==> src/rtl/bus_arbiter_pkg.sv <==
// Shared constants, encodings and payload types for the bus arbiter.
package bus_arbiter_pkg;

  localparam int unsigned ADDR_W  = 32;
  localparam int unsigned DATA_W  = 32;
  localparam int unsigned BE_W    = 4;
  localparam int unsigned REG_W   = 4;
  localparam int unsigned FIFO_AW = 2;
  localparam int unsigned FIFO_DW = 8;

  localparam int unsigned     RAM_AW_DEF      = 10;
  localparam logic [REG_W-1:0] RAM_REGION_DEF  = 4'h0;
  localparam logic [REG_W-1:0] FIFO_REGION_DEF = 4'h8;

  // Master encodings, also used as the round-robin history value
  typedef enum logic {
    GNT_INSTR = 1'b0,
    GNT_DATA  = 1'b1
  } gnt_e;

  // Source of response data; stores and errors return zero
  typedef enum logic [1:0] {
    TGT_NONE = 2'd0,
    TGT_RAM  = 2'd1,
    TGT_FIFO = 2'd2
  } tgt_e;

  // One-entry response register payload
  typedef struct packed {
    logic valid;
    gnt_e master;
    tgt_e target;
    logic err;
  } rsp_t;

  // Region field used for target decode
  function automatic logic [REG_W-1:0] region_of(input logic [ADDR_W-1:0] addr);
    return addr[ADDR_W-1 -: REG_W];
  endfunction

endpackage

==> src/rtl/bus_arbiter.sv <==
// Two-master (fetch / load-store) arbiter with RAM / fifo_if decode and a
// single-entry response register returning data one cycle after acceptance.
module bus_arbiter
  import bus_arbiter_pkg::*;
#(
  parameter int unsigned      RAM_AW      = RAM_AW_DEF,
  parameter logic [REG_W-1:0] RAM_REGION  = RAM_REGION_DEF,
  parameter logic [REG_W-1:0] FIFO_REGION = FIFO_REGION_DEF
) (
  input  logic                clk_i,
  input  logic                rstn_i,
  // fetch port
  input  logic                i_req_i,
  input  logic [ADDR_W-1:0]   i_addr_i,
  output logic                i_gnt_o,
  output logic                i_rvalid_o,
  output logic [DATA_W-1:0]   i_rdata_o,
  output logic                i_err_o,
  // load/store port
  input  logic                d_req_i,
  input  logic                d_we_i,
  input  logic [BE_W-1:0]     d_be_i,
  input  logic [ADDR_W-1:0]   d_addr_i,
  input  logic [DATA_W-1:0]   d_wdata_i,
  output logic                d_gnt_o,
  output logic                d_rvalid_o,
  output logic [DATA_W-1:0]   d_rdata_o,
  output logic                d_err_o,
  // RAM
  output logic                ram_en_o,
  output logic [BE_W-1:0]     ram_we_o,
  output logic [RAM_AW-1:0]   ram_addr_o,
  output logic [DATA_W-1:0]   ram_wdata_o,
  input  logic [DATA_W-1:0]   ram_rdata_i,
  // fifo_if registers
  output logic                fifo_sel_o,
  output logic                fifo_read_o,
  output logic                fifo_write_o,
  output logic [FIFO_AW-1:0]  fifo_addr_o,
  output logic [FIFO_DW-1:0]  fifo_data_o,
  input  logic [FIFO_DW-1:0]  fifo_data_i
);

  gnt_e              last_gnt_q, last_gnt_d;
  rsp_t              rsp_q, rsp_d;

  logic              contended_c;
  logic              gnt_i_c, gnt_d_c, any_gnt_c, store_c;
  logic [ADDR_W-1:0] addr_c;
  tgt_e              tgt_c;
  logic              err_c;
  logic [DATA_W-1:0] rsp_data_c;
  logic              unused_addr_c;

  // Round-robin grant; history moves only when both masters contend
  always_comb begin
    contended_c = 1'b0;
    gnt_i_c     = 1'b0;
    gnt_d_c     = 1'b0;
    last_gnt_d  = last_gnt_q;
    if (rstn_i) begin
      contended_c = i_req_i & d_req_i;
      gnt_d_c     = d_req_i & (~i_req_i | (last_gnt_q == GNT_INSTR));
      gnt_i_c     = i_req_i & ~gnt_d_c;
      if (contended_c) begin
        last_gnt_d = gnt_d_c ? GNT_DATA : GNT_INSTR;
      end
    end
  end

  // Target decode of the granted request; fetches are word-aligned RAM only
  always_comb begin
    addr_c    = gnt_d_c ? d_addr_i : i_addr_i;
    any_gnt_c = gnt_i_c | gnt_d_c;
    store_c   = gnt_d_c & d_we_i;
    tgt_c     = TGT_NONE;
    err_c     = 1'b0;
    if (any_gnt_c) begin
      if ((region_of(addr_c) == RAM_REGION) && (gnt_d_c || (addr_c[1:0] == 2'b00))) begin
        tgt_c = TGT_RAM;
      end else if ((region_of(addr_c) == FIFO_REGION) && gnt_d_c) begin
        tgt_c = TGT_FIFO;
      end else begin
        err_c = 1'b1;
      end
    end
  end

  // Bits outside the decoded fields are intentionally ignored (aliasing)
  assign unused_addr_c = ^addr_c;

  // Slave strobes driven in the acceptance cycle, quiet when not selected
  always_comb begin
    i_gnt_o      = gnt_i_c;
    d_gnt_o      = gnt_d_c;
    ram_en_o     = 1'b0;
    ram_we_o     = '0;
    ram_addr_o   = '0;
    ram_wdata_o  = '0;
    fifo_sel_o   = 1'b0;
    fifo_read_o  = 1'b0;
    fifo_write_o = 1'b0;
    fifo_addr_o  = '0;
    fifo_data_o  = '0;
    if (tgt_c == TGT_RAM) begin
      ram_en_o   = 1'b1;
      ram_addr_o = addr_c[RAM_AW+1:2];
      if (store_c) begin
        ram_we_o    = d_be_i;
        ram_wdata_o = d_wdata_i;
      end
    end
    if (tgt_c == TGT_FIFO) begin
      fifo_sel_o   = 1'b1;
      fifo_addr_o  = addr_c[3:2];
      fifo_read_o  = ~store_c;
      fifo_write_o = store_c & d_be_i[0];
      if (store_c) begin
        fifo_data_o = d_wdata_i[FIFO_DW-1:0];
      end
    end
  end

  // Next response entry; stores carry no data source
  always_comb begin
    rsp_d = '0;
    if (any_gnt_c) begin
      rsp_d.valid  = 1'b1;
      rsp_d.master = gnt_d_c ? GNT_DATA : GNT_INSTR;
      rsp_d.target = store_c ? TGT_NONE : tgt_c;
      rsp_d.err    = err_c;
    end
  end

  // Arbitration history and response register
  always_ff @(posedge clk_i or negedge rstn_i) begin
    if (!rstn_i) begin
      last_gnt_q <= GNT_INSTR;
      rsp_q      <= '0;
    end else begin
      last_gnt_q <= last_gnt_d;
      rsp_q      <= rsp_d;
    end
  end

  // Response steering to the master that issued the accepted request
  always_comb begin
    unique case (rsp_q.target)
      TGT_RAM:  rsp_data_c = ram_rdata_i;
      TGT_FIFO: rsp_data_c = {(DATA_W-FIFO_DW)'(0), fifo_data_i};
      default:  rsp_data_c = '0;
    endcase
    i_rvalid_o = rsp_q.valid & (rsp_q.master == GNT_INSTR);
    d_rvalid_o = rsp_q.valid & (rsp_q.master == GNT_DATA);
    i_rdata_o  = i_rvalid_o ? rsp_data_c : '0;
    d_rdata_o  = d_rvalid_o ? rsp_data_c : '0;
    i_err_o    = i_rvalid_o & rsp_q.err;
    d_err_o    = d_rvalid_o & rsp_q.err;
  end

endmodule

==> config.mk <==
export PLATFORM = sky130hd
export DESIGN_NAME = bus_arbiter
export DESIGN_NICKNAME = d
export VERILOG_FILES = /design/src/rtl/bus_arbiter_pkg.sv /design/src/rtl/bus_arbiter.sv
export SDC_FILE = /design/constraint.sdc
export NUM_CORES = 1
export LEC_CHECK = 0
export CORE_AREA = 3 3 107 109
export CTS_CLUSTER_SIZE = 12
export DETAILED_ROUTE_END_ITERATION = 10
export DIE_AREA = 0 0 110 112
export PLACE_DENSITY = 0.55
export REMOVE_ABC_BUFFERS = 1
export SLEW_MARGIN = 20
export SYNTH_ARGS = -nofsm -noshare
export SYNTH_HDL_FRONTEND = slang
export SYNTH_SLANG_ARGS = --single-unit
==> constraint.sdc <==
create_clock -name clk_i -period 2.08 [get_ports clk_i]
set_input_delay 0.52 -clock clk_i [delete_from_list [all_inputs] [get_ports clk_i]]
set_output_delay 0.52 -clock clk_i [all_outputs]
set_load 0.005 [all_outputs]
# Yosys cells after proc, flatten, opt, wreduce, memory -nomap -nowiden
# Cells that the tools add are included.
# word_totals
register_bits	6
input_bits	145
# op_classes
n_bitwise	16
n_reduce_logical	6
muxes	27
n_eq_ne	5
# ops
op	n
$mux 32	5
$pmux 32 s2	1
$mux 8	2
$mux 1	10
$mux 10	1
$mux 2	5
$and 1x1->1	9
$mux 4	2
$mux 5	1
$not 1->1	5
$eq 2x1->1 const B	2
$eq 2x2->1 const B	2
$eq 4x4->1 const B	1
$logic_not 4->1	1
$logic_and 1x1->1	2
$logic_not 2->1	1
$or 1x1->1	2
$reduce_and 2->1	1
$logic_or 1x1->1	1

# Logic depth before layout (Yosys ltp)
# Gate-level depths: netlist of the first run.
# depth
depth_word	12
depth_mapped	6

# Worst setup path after synthesis of the first run
# No wires, ideal clock.
# synth_path
path_type	in2out
startpoint	in i_addr_i[30]
endpoint	out ram_addr_o[0]
path_slack_ps	107
stages	5
n_path_buf	1
required_ps	1560
arrival_time_ps	1453
cell_sequence	nor4_1 > nand2_1 > o32a_1 > buf_6 > a21oi_1
# synth_via
elab_chain_cells	8
# synth_lines
element	line_no	rtl
start, declared	bus_arbiter.sv:14	input logic [ADDR_W-1:0] i_addr_i,
$mux 32 *	bus_arbiter.sv:73	addr_c = gnt_d_c ? d_addr_i : i_addr_i;
$eq 4x4->1	bus_arbiter.sv:81	end else if ((region_of(addr_c) == FIFO_REGION) && gnt_d_c) begin
$logic_and 1x1->1	bus_arbiter.sv:81	
$mux 2	bus_arbiter.sv:81	
$mux 2 *	bus_arbiter.sv:79	if ((region_of(addr_c) == RAM_REGION) && (gnt_d_c || (addr_c[1:0] == 2'b00))) begin
$mux 2 *	bus_arbiter.sv:78	if (any_gnt_c) begin
$eq 2x1->1 *	bus_arbiter.sv:105	if (tgt_c == TGT_RAM) begin
$mux 10 *	bus_arbiter.sv:105	
end, declared	bus_arbiter.sv:32	output logic [RAM_AW-1:0] ram_addr_o,
# Mark *: on every way between the ends. The rest lies on a longest branch, timed or not.

# Final worst setup path of the first run
# layout_path
startpoint	in d_addr_i[29]
endpoint	out ram_wdata_o[17]
# layout_via
elab_chain_cells	8
# layout_lines
element	line_no	rtl
start, declared	bus_arbiter.sv:23	input logic [ADDR_W-1:0] d_addr_i,
$mux 32 *	bus_arbiter.sv:73	
$eq 4x4->1	bus_arbiter.sv:81	
$logic_and 1x1->1	bus_arbiter.sv:81	
$mux 2	bus_arbiter.sv:81	
$mux 2 *	bus_arbiter.sv:79	
$mux 2 *	bus_arbiter.sv:78	
$eq 2x1->1 *	bus_arbiter.sv:105	
$mux 32 *	bus_arbiter.sv:105	
end, declared	bus_arbiter.sv:33	output logic [DATA_W-1:0] ram_wdata_o,
# Marked as above.

==> impl_metrics.env, run 1 <==
export IMPL_status="finished, violations left"
export IMPL_violations="setup timing"
export IMPL_wirelength_um=9810
export IMPL_max_freq_mhz=424
export IMPL_critical_path_slowest_cell="nor3b_4"
export IMPL_fin_ws_ns=-0.279
export IMPL_cts_sinks=6
export IMPL_min_period_ns=2.36
export IMPL_crit_top_cell="buf_6"
export IMPL_r2r_cells=8
export IMPL_io_buffers=240
export IMPL_power_density_mw_per_mm2=185
export IMPL_finalWeightedCongestion=0.754
export IMPL_ant_nets=0
export IMPL_critical_path_class="in -> out"
export IMPL_cp_cell_sequence="buf_8 > nor3_4 > buf_6 > nand3_4 > nor3b_4 > buf_6 > buf_12 > buf_16 > and2_4 > buf_6"
export IMPL_synth_top_family_by_area="simple AND/OR/NAND/NOR gates"
export IMPL_grt_max_degree=27
export IMPL_setup_tns_ns=-9.38
export IMPL_root_buffer="clkbuf_8"
export IMPL_critPathArrivalTime_ns=1.84
export IMPL_crit_cells=10
export IMPL_clkSlewWorstSetupHoldPaths_ns=0.04
export IMPL_ys_ff_latch=6
export IMPL_htreeDepth=1
export IMPL_synth_xor_area_share=0.00667
export IMPL_maxSlewViolCount=0
export IMPL_grt_ovfl_total=0
export IMPL_rsz0062_at_grt="yes"
export IMPL_syn_inst=235
export IMPL_hpwlAfterDp_um=7440
export IMPL_drc_errors=0
export IMPL_cpPeakStageDelay_ns=0.21
export IMPL_hold_viol=0
export IMPL_vias=2630
export IMPL_fill_cells=1133
export IMPL_dr_pass1_iters=4
export IMPL_worstSkewPairLatency_ns=0.22
export IMPL_fp_dieW_um=110
export IMPL_ir_worst_vdd_mv=0.241
export IMPL_die_y_um=112
export IMPL_cp_start_kind="input pin"
export IMPL_viasPerCell=4.03
export IMPL_critical_path_required_ns=1.56
export IMPL_initial_utilization=0.123
export IMPL_placed_cell_area_mm2=0.00396
export IMPL_grt_pass1_vias=2740
export IMPL_setup_viol=63
export IMPL_row_count=38
export IMPL_synth_cell_area_mm2=0.00131
export IMPL_die_area_mm2=0.0123
export IMPL_hold_ws_ns=0.241
export IMPL_nets=661
export IMPL_wl_per_cell_um=15.0
export IMPL_ys_warn_count=0
export IMPL_syn_avg_cell_area_um2=5.59
export IMPL_clock_path_buffers=2
export IMPL_synthSimpleGateAreaFrac=0.653
export IMPL_p_leak_nw=2.06
export IMPL_io_pins=275
export IMPL_cap_violations=0
export IMPL_grt_pass1_wl_um=14200
export IMPL_hold_path_class="in -> async"
export IMPL_antenna_found_initial=0
export IMPL_grt_use_total=0.149
export IMPL_num_antenna_cells=0
export IMPL_layout_drive_gt1_share=0.469
export IMPL_synthMuxAreaShare=0
export IMPL_finalInstanceArea_mm2=0.00439
export IMPL_synthDistinctLibCells=29
export IMPL_dr_first_iter_drc_count=93
export IMPL_synth_compound_area_frac=0.108
export IMPL_coreArea_mm2=0.0107
export IMPL_finish_utilization=0.410
export IMPL_synth_fa_ha_area_frac=0.0191
export IMPL_cts_tree="done"
export IMPL_path_buf_inv=6
export IMPL_fin_crit_sh=1.13
export IMPL_critPathTopFamily="buffers and inverters"
export IMPL_syn_to_final_growth_pct=234
export IMPL_worst_pin_slew_ns=0.324
export IMPL_slew_headroom=0.784
export IMPL_cts_buffers=3
export IMPL_cp_end_kind="output pin"
export IMPL_finClkSkew_ns=0.000331
export IMPL_ys_seq_area_frac=0.114
export IMPL_cp_max_fo=5
==> cells in the mapped netlist, drive strengths merged <==
library cell / count / area (µm²)
nor2: 68 / 255
nand2: 49 / 189
and2: 46 / 290
a21oi: 11 / 55.1
clkbuf: 11 / 41.3
a22oi: 8 / 60.1
inv: 8 / 30.0
buf: 7 / 58.8
dfrtp: 6 / 150
and3: 4 / 25.0
ha: 2 / 25.0
nand2b: 2 / 12.5
nand3: 2 / 15.0
nor2b: 2 / 12.5
and4b: 1 / 10.0
nor3: 1 / 16.3
nor3b: 1 / 18.8
nor4: 1 / 6.26
o21a: 1 / 7.51
o2bb2ai: 1 / 8.76
o32a: 1 / 10.0
or2: 1 / 6.26
xnor2: 1 / 8.76
==> cell usage in the layout (no fill, tap or decap), drive strengths merged <==
cell type,count
a21oi,11
a22oi,8
and2,46
and3,4
and4b,1
buf,120
clkbuf,35
clkdlybuf4s15,16
clkdlybuf4s50,99
dfrtp,6
dlygate4sd2,23
dlymetal6s2s,1
ha,2
inv,8
nand2,49
nand2b,2
nand3,2
nor2,68
nor2b,2
nor3,1
nor3b,1
nor4,1
o21a,1
o2bb2ai,1
o32a,2
or2,1
xnor2,1
==> repair_timing <==
item	in CTS	in global routing
pin swaps	43	23
gates cloned	7	1
buffers inserted	29	4
resized for setup	478	94
hold buffers	0	0
setup endpoints to repair	127	110
==> logic make-up after synthesis <==
kind of cell	after synthesis
flops	6
simple gates	178
compound gates	22
buf+inv	26
xor+xnor	1
fa+ha+maj	2
==> final timing paths <==
check	from	end	slack, ns
max	d_addr_i[29]	ram_wdata_o[17]	-0.28
min reg2reg	last_gnt_q	last_gnt_q	0.59
max in group asynchronous	rstn_i	rsp_q[4]	1.72
max reg2reg	last_gnt_q	rsp_q[2]	0.57
min in group clk_i	last_gnt_q	last_gnt_q	0.59
min	rstn_i	last_gnt_q	0.24
==> state kept, by name, summed over array words and instances, names as in the netlist <==
register and flops:
rsp_q 5, last_gnt_q 1
==> final cells by class <==
cell class                 instances  area, µm²  area share
timing repair buffer             291       2660       0.606
multi-input combinational        204       1330       0.303
tap                              140        175      0.0399
sequential                         6        150      0.0342
clock buffer                       3       41.3     0.00941
inverter                           8       32.5     0.00741
==> through the flow <==
stage / cells / power, W / setup WS (ns)
3_5_place_dp: 615 / 0.000564 / -0.977
6_report: 652 / 0.000814 / -0.279
2_1_floorplan: 217 / 0.000234 / -0.0223
4_1_cts: 653 / 0.000807 / -0.299
3_3_place_gp: 615 / 0.000561 / -0.963
5_1_grt: 652 / 0.000867 / -0.358
==> report_power, final <==
group          internal, W  switching, W
clock             0.000124     0.0000466
sequential        0.000134     0.0000118
combinational     0.000317      0.000180
total             0.000575      0.000239
==> per-layer routing <==
layer | wire [µm] | track usage | share of wire
met5 | 0 | 0 | 0
met4 | 109 | 0.0357 | 0.011
met3 | 1170 | 0.0435 | 0.12
met2 | 5160 | 0.296 | 0.53
met1 | 3370 | 0.145 | 0.34
(Power assumes the default switching activity.)
==> run 2: changes to the inputs <==
--- a/config.mk
+++ b/config.mk
@@ -9,7 +9,6 @@
 export CTS_CLUSTER_SIZE = 12
 export DETAILED_ROUTE_END_ITERATION = 10
 export DIE_AREA = 0 0 110 112
-export PLACE_DENSITY = 0.55
 export REMOVE_ABC_BUFFERS = 1
 export SLEW_MARGIN = 20
 export SYNTH_ARGS = -nofsm -noshare
==> run 2 against run 1 <==
Against the previous run:
- the run still ends with setup timing left
- die area unchanged
- non-clock buffer count increased by 11
- routed wire length increased by 5.6%
- sequential share of layout area decreased by 0.26 points
- combinational power increased by 2%
- cell count increased by 1.8%
==> impl_metrics.env, run 2 (same netlist as run 1, synthesis figures left out) <==
export IMPL_post_place_cells=617
export IMPL_hold_path_class="in -> async"
export IMPL_root_buffer="clkbuf_8"
export IMPL_num_antenna_cells=0
export IMPL_cts_tree="done"
export IMPL_hpwlAfterDp_um=7250
export IMPL_status="finished, violations left"
export IMPL_wl_per_cell_um=15.6
export IMPL_initial_utilization=0.123
export IMPL_regToRegSetupSlack_ns=0.56
export IMPL_grt_max_degree=27
export IMPL_setup_tns_ns=-11.76
export IMPL_worst_pin_slew_ns=0.361
export IMPL_max_freq_mhz=426
export IMPL_rsz0062_at_grt="yes"
export IMPL_dr_first_iter_drc_count=135
export IMPL_hold_ws_ns=0.245
export IMPL_power_frac_comb=0.618
export IMPL_finClkSkew_ns=0.000681
export IMPL_cp_end_kind="output pin"
export IMPL_cap_violations=0
export IMPL_grt_use_total=0.151
export IMPL_row_count=38
export IMPL_finalWeightedCongestion=0.722
export IMPL_ir_worst_vdd_mv=0.166
export IMPL_violations="setup timing"
export IMPL_fp_dieW_um=110
export IMPL_grt_ovfl_total=0
export IMPL_min_period_ns=2.35
export IMPL_nets=673
export IMPL_critPathArrivalTime_ns=1.83
export IMPL_r2r_cells=8
export IMPL_p_int_w=0.000577
export IMPL_cts_sinks=6
export IMPL_antenna_found_initial=0
export IMPL_switching_power_w=0.000245
export IMPL_fin_crit_sh=1.13
export IMPL_regMostFlops="rsp_q"
export IMPL_io_buffers=240
export IMPL_hold_viol=0
export IMPL_power_density_mw_per_mm2=173
export IMPL_p_leak_nw=2.26
export IMPL_clkSlewWorstSetupHoldPaths_ns=0.03
export IMPL_ant_nets=0
export IMPL_top_regs="rsp_q: 5 flops, last_gnt_q: 1 flops"
export IMPL_postCtsHoldBufs=0
export IMPL_seq_power_share=0.178
export IMPL_layout_commonest_cell="clkdlybuf4s50_1"
export IMPL_dr_pass1_iters=4
export IMPL_cp_max_fo=8
export IMPL_viasPerCell=4.14
export IMPL_setup_viol=63
export IMPL_clock_path_buffers=2
export IMPL_drc_errors=0
export IMPL_crit_reg2reg_launch="last_gnt_q"
export IMPL_die_area_mm2=0.0123
export IMPL_slew_headroom=0.759
export IMPL_maxSlewViolCount=0
export IMPL_syn_to_final_growth_pct=262
export IMPL_grt_pass1_wl_um=14500
export IMPL_largest_reg_flops=5
export IMPL_worstSkewPairLatency_ns=0.22
export IMPL_power_w=0.000823
export IMPL_layout_drive_gt1_share=0.508
export IMPL_p_sw_frac=0.298
export IMPL_p_clk_frac=0.204
export IMPL_cp_start_kind="input pin"
export IMPL_vias=2747
export IMPL_htreeDepth=1
export IMPL_grt_pass1_vias=2793
export IMPL_final_cells=664
export IMPL_critical_path_class="in -> out"
export IMPL_layout_common_cells="clkdlybuf4s50_1 (99), buf_6 (72), nor2_1 (57)"
export IMPL_cts_buffers=3
export IMPL_die_y_um=112
export IMPL_io_pins=275
export IMPL_finish_utilization=0.444
export IMPL_coreArea_mm2=0.0107
export IMPL_critical_path_required_ns=1.56
export IMPL_wirelength_um=10400
export IMPL_critPathLaunch="d_addr_i[29]"
export IMPL_fin_ws_ns=-0.268
==> run 2: cell count changes in the layout (fill, tap and decap cells not counted), moves of 3 or more <==
cell             before  now
and2_1               21    2
and2_4               25   44
buf_16                3    6
buf_6                39   72
clkbuf_2             31    9
clkdlybuf4s15_1       8    5
clkdlybuf4s15_2       8    0
dlygate4sd2_1        23   33
==> run 2: final timing paths <==
kind,to
worst min-delay path,last_gnt_q
worst max-delay path,ram_wdata_o[11]
min in group clk_i,last_gnt_q
worst max register to register,rsp_q[1]
max in group asynchronous,rsp_q[0]
worst min register to register,last_gnt_q
==> run 2: through the flow <==
stage               worst slack [ns]  cell area, µm²
floorplan                    -0.0223            1210
global placement              -0.910            3950
detailed placement            -0.951            3950
CTS                           -0.255            4560
global route                  -0.322            4750
finish                        -0.268            4750
==> run 2: worst max-delay path, cell delays in order <==
cell	delay [ns]
buf_6	0.09
nor3_4	0.23
nand3_4	0.12
nor3b_4	0.24
buf_6	0.16
buf_12	0.11
buf_16	0.12
and2_4	0.14
buf_6	0.08
==> run 2: layout make-up <==
cell class / count / area [µm²]
clock buffers: 3 / 41.3
fillers: 1094 / 5950
inverters: 8 / 32.5
multi-input cells: 205 / 1400
flip-flops and latches: 6 / 150
well taps: 140 / 175
repair buffers: 302 / 2950
==> run 2: power groups by stage <==
stage               Clock, W  Combinational (W)  Sequential, W
floorplan                  0          0.0000900       0.000144
global placement           0           0.000412       0.000147
detailed placement         0           0.000416       0.000146
CTS                 0.000173           0.000483       0.000146
global route        0.000182           0.000545       0.000149
finish              0.000168           0.000509       0.000146
==> run 2: repair_timing <==
item,CTS,global route
buffers inserted,28,10
cloned,10,0
gates resized for setup,560,78
endpoints found under the hold margin,0,0
setup endpoints to repair,127,88
pin swaps,64,20
==> run 2: routing by layer <==
metal / up-vias / global-route usage / part of all wire
met5: - / 0 / 0
met4: 0 / 0.0532 / 0.021
met3: 12 / 0.0383 / 0.12
met2: 175 / 0.290 / 0.52
met1: 1239 / 0.153 / 0.34
li1: 1321 / - / -
==> run 3: changes to the inputs <==
--- a/config.mk
+++ b/config.mk
@@ -5,6 +5,7 @@
 export SDC_FILE = /design/constraint.sdc
 export NUM_CORES = 1
 export LEC_CHECK = 0
+export ABC_AREA = 1
 export CORE_AREA = 3 3 107 109
 export CTS_CLUSTER_SIZE = 12
 export DETAILED_ROUTE_END_ITERATION = 10
==> run 3 against run 2 <==
Against the previous run:
- the flow still finishes with violations (setup timing)
- clock skew grew 0.00085 ns
- count of clock-buffer cells in the layout unchanged
- final area increased by 17%
- register-to-register slack worse by 0.92 ns
- die area stayed put
- combinational power increased by 80%
- clock power hardly changed
- critical endpoint is now ram_wdata_o[8]
- largest power group unchanged
==> impl_metrics.env, run 3 <==
export IMPL_row_count=38
export IMPL_r2r_cells=19
export IMPL_ys_warn_count=0
export IMPL_layout_drive_gt1_share=0.510
export IMPL_syn_avg_cell_area_um2=4.88
export IMPL_critical_path_required_ns=1.56
export IMPL_setup_tns_ns=-22.32
export IMPL_grt_pass1_wl_um=16200
export IMPL_largest_reg_flops=5
export IMPL_clock_path_buffers=2
export IMPL_post_place_cells=700
export IMPL_critPathArrivalTime_ns=1.99
export IMPL_initial_utilization=0.144
export IMPL_power_density_mw_per_mm2=221
export IMPL_wl_per_cell_um=15.5
export IMPL_regMostFlops="rsp_q"
export IMPL_dr_pass1_iters=4
export IMPL_synth_async_reset_ratio=1.00
export IMPL_use_met2=0.326
export IMPL_worstSkewPairLatency_ns=0.22
export IMPL_antenna_found_initial=1
export IMPL_syn_inst=315
export IMPL_use_met1=0.165
export IMPL_dr_first_iter_drc_count=144
export IMPL_synthDistinctLibCells=23
export IMPL_cp_cell_sequence="dlygate4sd2_1 > inv_1 > nand2_1 > nor2_2 > nand2_4 > nand2_4 > nand4_1 > buf_6 > clkbuf_16 > clkbuf_16 > nor2_4 > clkbuf_2"
export IMPL_cts_sinks=6
export IMPL_syn_to_final_growth_pct=262
export IMPL_drc_errors=0
export IMPL_synth_enable_flop_cells=0
export IMPL_hold_viol=0
export IMPL_cts_tree="done"
export IMPL_cp_end_kind="output pin"
export IMPL_fin_ws_ns=-0.427
export IMPL_viasPerCell=4.27
export IMPL_path_buf_inv=6
export IMPL_vias=3334
export IMPL_fp_dieW_um=110
export IMPL_final_cells=781
export IMPL_synth_top_area_cell="nand2_1"
export IMPL_ant_nets=0
export IMPL_wirelength_um=12100
export IMPL_coreArea_mm2=0.0107
export IMPL_cap_violations=0
export IMPL_nets=790
export IMPL_finalWeightedCongestion=0.743
export IMPL_synth_common_cells="nand2_1 (79), nor2_1 (74), inv_1 (51), nor3_1 (48), clkbuf_1 (10)"
export IMPL_io_pins=275
export IMPL_synth_most_common_cell="nand2_1"
export IMPL_min_period_ns=2.51
export IMPL_met3_usage=0.0441
export IMPL_die_area_mm2=0.0123
export IMPL_ys_seq_area_frac=0.0977
export IMPL_cpPeakStageDelay_ns=0.26
export IMPL_synth_top_area_frac=0.193
export IMPL_grt_use_total=0.165
export IMPL_power_w=0.00123
export IMPL_rsz0062_at_grt="yes"
export IMPL_cp_max_fo=5
export IMPL_grt_pass1_vias=3256
export IMPL_fill_cells=1003
export IMPL_num_antenna_cells=0
export IMPL_p_leak_nw=2.63
export IMPL_finClkSkew_ns=0.00153
export IMPL_synth_cell_area_mm2=0.00154
export IMPL_status="finished, violations left"
export IMPL_clkSlewWorstSetupHoldPaths_ns=0.04
export IMPL_top_regs="rsp_q: 5 flops, last_gnt_q: 1 flops"
export IMPL_seq_area_um2=150
export IMPL_setup_viol=61
export IMPL_critPathTopFamily="buffers and inverters"
export IMPL_max_freq_mhz=399
export IMPL_grt_max_degree=35
export IMPL_ys_dominant_reg_cell="dfrtp_1"
export IMPL_hpwlAfterDp_um=7660
export IMPL_grt_ovfl_total=0
export IMPL_io_buffers=240
export IMPL_critical_path_class="in -> out"
export IMPL_violations="setup timing"
export IMPL_maxSlewViolCount=0
export IMPL_ir_worst_vdd_mv=0.125
export IMPL_worst_pin_slew_ns=0.212
export IMPL_layout_common_cells="clkdlybuf4s50_1 (98), nand2_1 (57), buf_4 (52)"
export IMPL_synth_area_leaders="nand2_1 (19%), nor2_1 (18%), nor3_1 (16%), inv_1 (12%), dfrtp_1 (9.8%)"
export IMPL_critical_path_slowest_cell="dlygate4sd2_1"
export IMPL_slew_headroom=0.855
export IMPL_grt_busiest_layer="met2"
export IMPL_crit_cells=12
export IMPL_postCtsHoldBufs=0
export IMPL_layout_commonest_cell="clkdlybuf4s50_1"
export IMPL_ys_ff_latch=6
export IMPL_hold_path_class="in -> async"
export IMPL_multi_input_comb_area_mm2=0.00165
export IMPL_root_buffer="clkbuf_8"
export IMPL_cp_start_kind="input pin"
export IMPL_htreeDepth=1
export IMPL_die_y_um=112
export IMPL_fin_crit_sh=1.21
export IMPL_cts_buffers=3
-- run 3: changes by cell type after synthesis, moves of 6 or more --
cell	delta
a22oi_1	-8
nor2_2	+9
a22o_1	+8
nor2_1	+6
a21oi_1	-10
nand2_1	+32
nor3_1	+48
and2_1	-45
inv_1	+45
-- run 3: what timing repair did --
| item | CTS | global route |
|---|---|---|
| resized for setup | 392 | 264 |
| pin swaps | 24 | 22 |
| gates cloned | 13 | 3 |
| setup endpoints to repair | 127 | 112 |
| setup buffers | 58 | 8 |
-- run 3: cells by family after synthesis --
group,after synthesis,share of synthesized area
mux,2,0.0130
simple gates,218,0.607
compound gates,10,0.0546
xor+xnor,1,0.00570
buf+inv,76,0.205
flops,6,0.0977
fa+ha+maj,2,0.0163
-- run 3: per-layer routing --
| metal | up-vias | routed length (µm) |
|---|---|---|
| li1 | 1613 | - |
| met1 | 1527 | 4210 |
| met4 | 2 | 180 |
| met3 | 14 | 1170 |
| met5 | - | 13 |
| met2 | 178 | 6510 |
-- run 3: cell type report --
| cell class | instances | area share |
|---|---|---|
| repair buffers | 346 | 0.596 |
| multi-input cells | 233 | 0.297 |
| inverters | 52 | 0.0396 |
| well taps | 140 | 0.0315 |
| flip-flops and latches | 6 | 0.0270 |
| clock buffers | 3 | 0.00743 |
| repair inverters | 1 | 0.00135 |
-- run 3: worst paths after layout --
path	slack, ns	startpoint	end
max in group asynchronous	1.66	rstn_i	rsp_q[1]
worst max-delay path	-0.43	i_addr_i[30]	ram_wdata_o[8]
worst min-delay path	0.30	rstn_i	last_gnt_q
worst max register to register	-0.36	last_gnt_q	rsp_q[0]
worst min register to register	0.58	last_gnt_q	last_gnt_q
min in group clk_i	0.58	last_gnt_q	last_gnt_q
-- run 3: report_power, final --
part           internal, W  switching, W
registers         0.000135     0.0000108
clock network     0.000124     0.0000450
logic             0.000548      0.000365
total             0.000807      0.000421
-- run 3: per-stage QoR --
stage	instance area, µm²	worst slack, ns	hold WS, ns	utilization
after floorplan	1420	-0.972	0.224	-
after global placement	4290	-0.953	0.466	0.401
after detailed placement	4290	-1.03	0.469	0.401
after CTS	5160	-0.404	0.290	0.483
after global routing	5560	-0.487	0.321	0.520
final	5560	-0.427	0.303	0.520
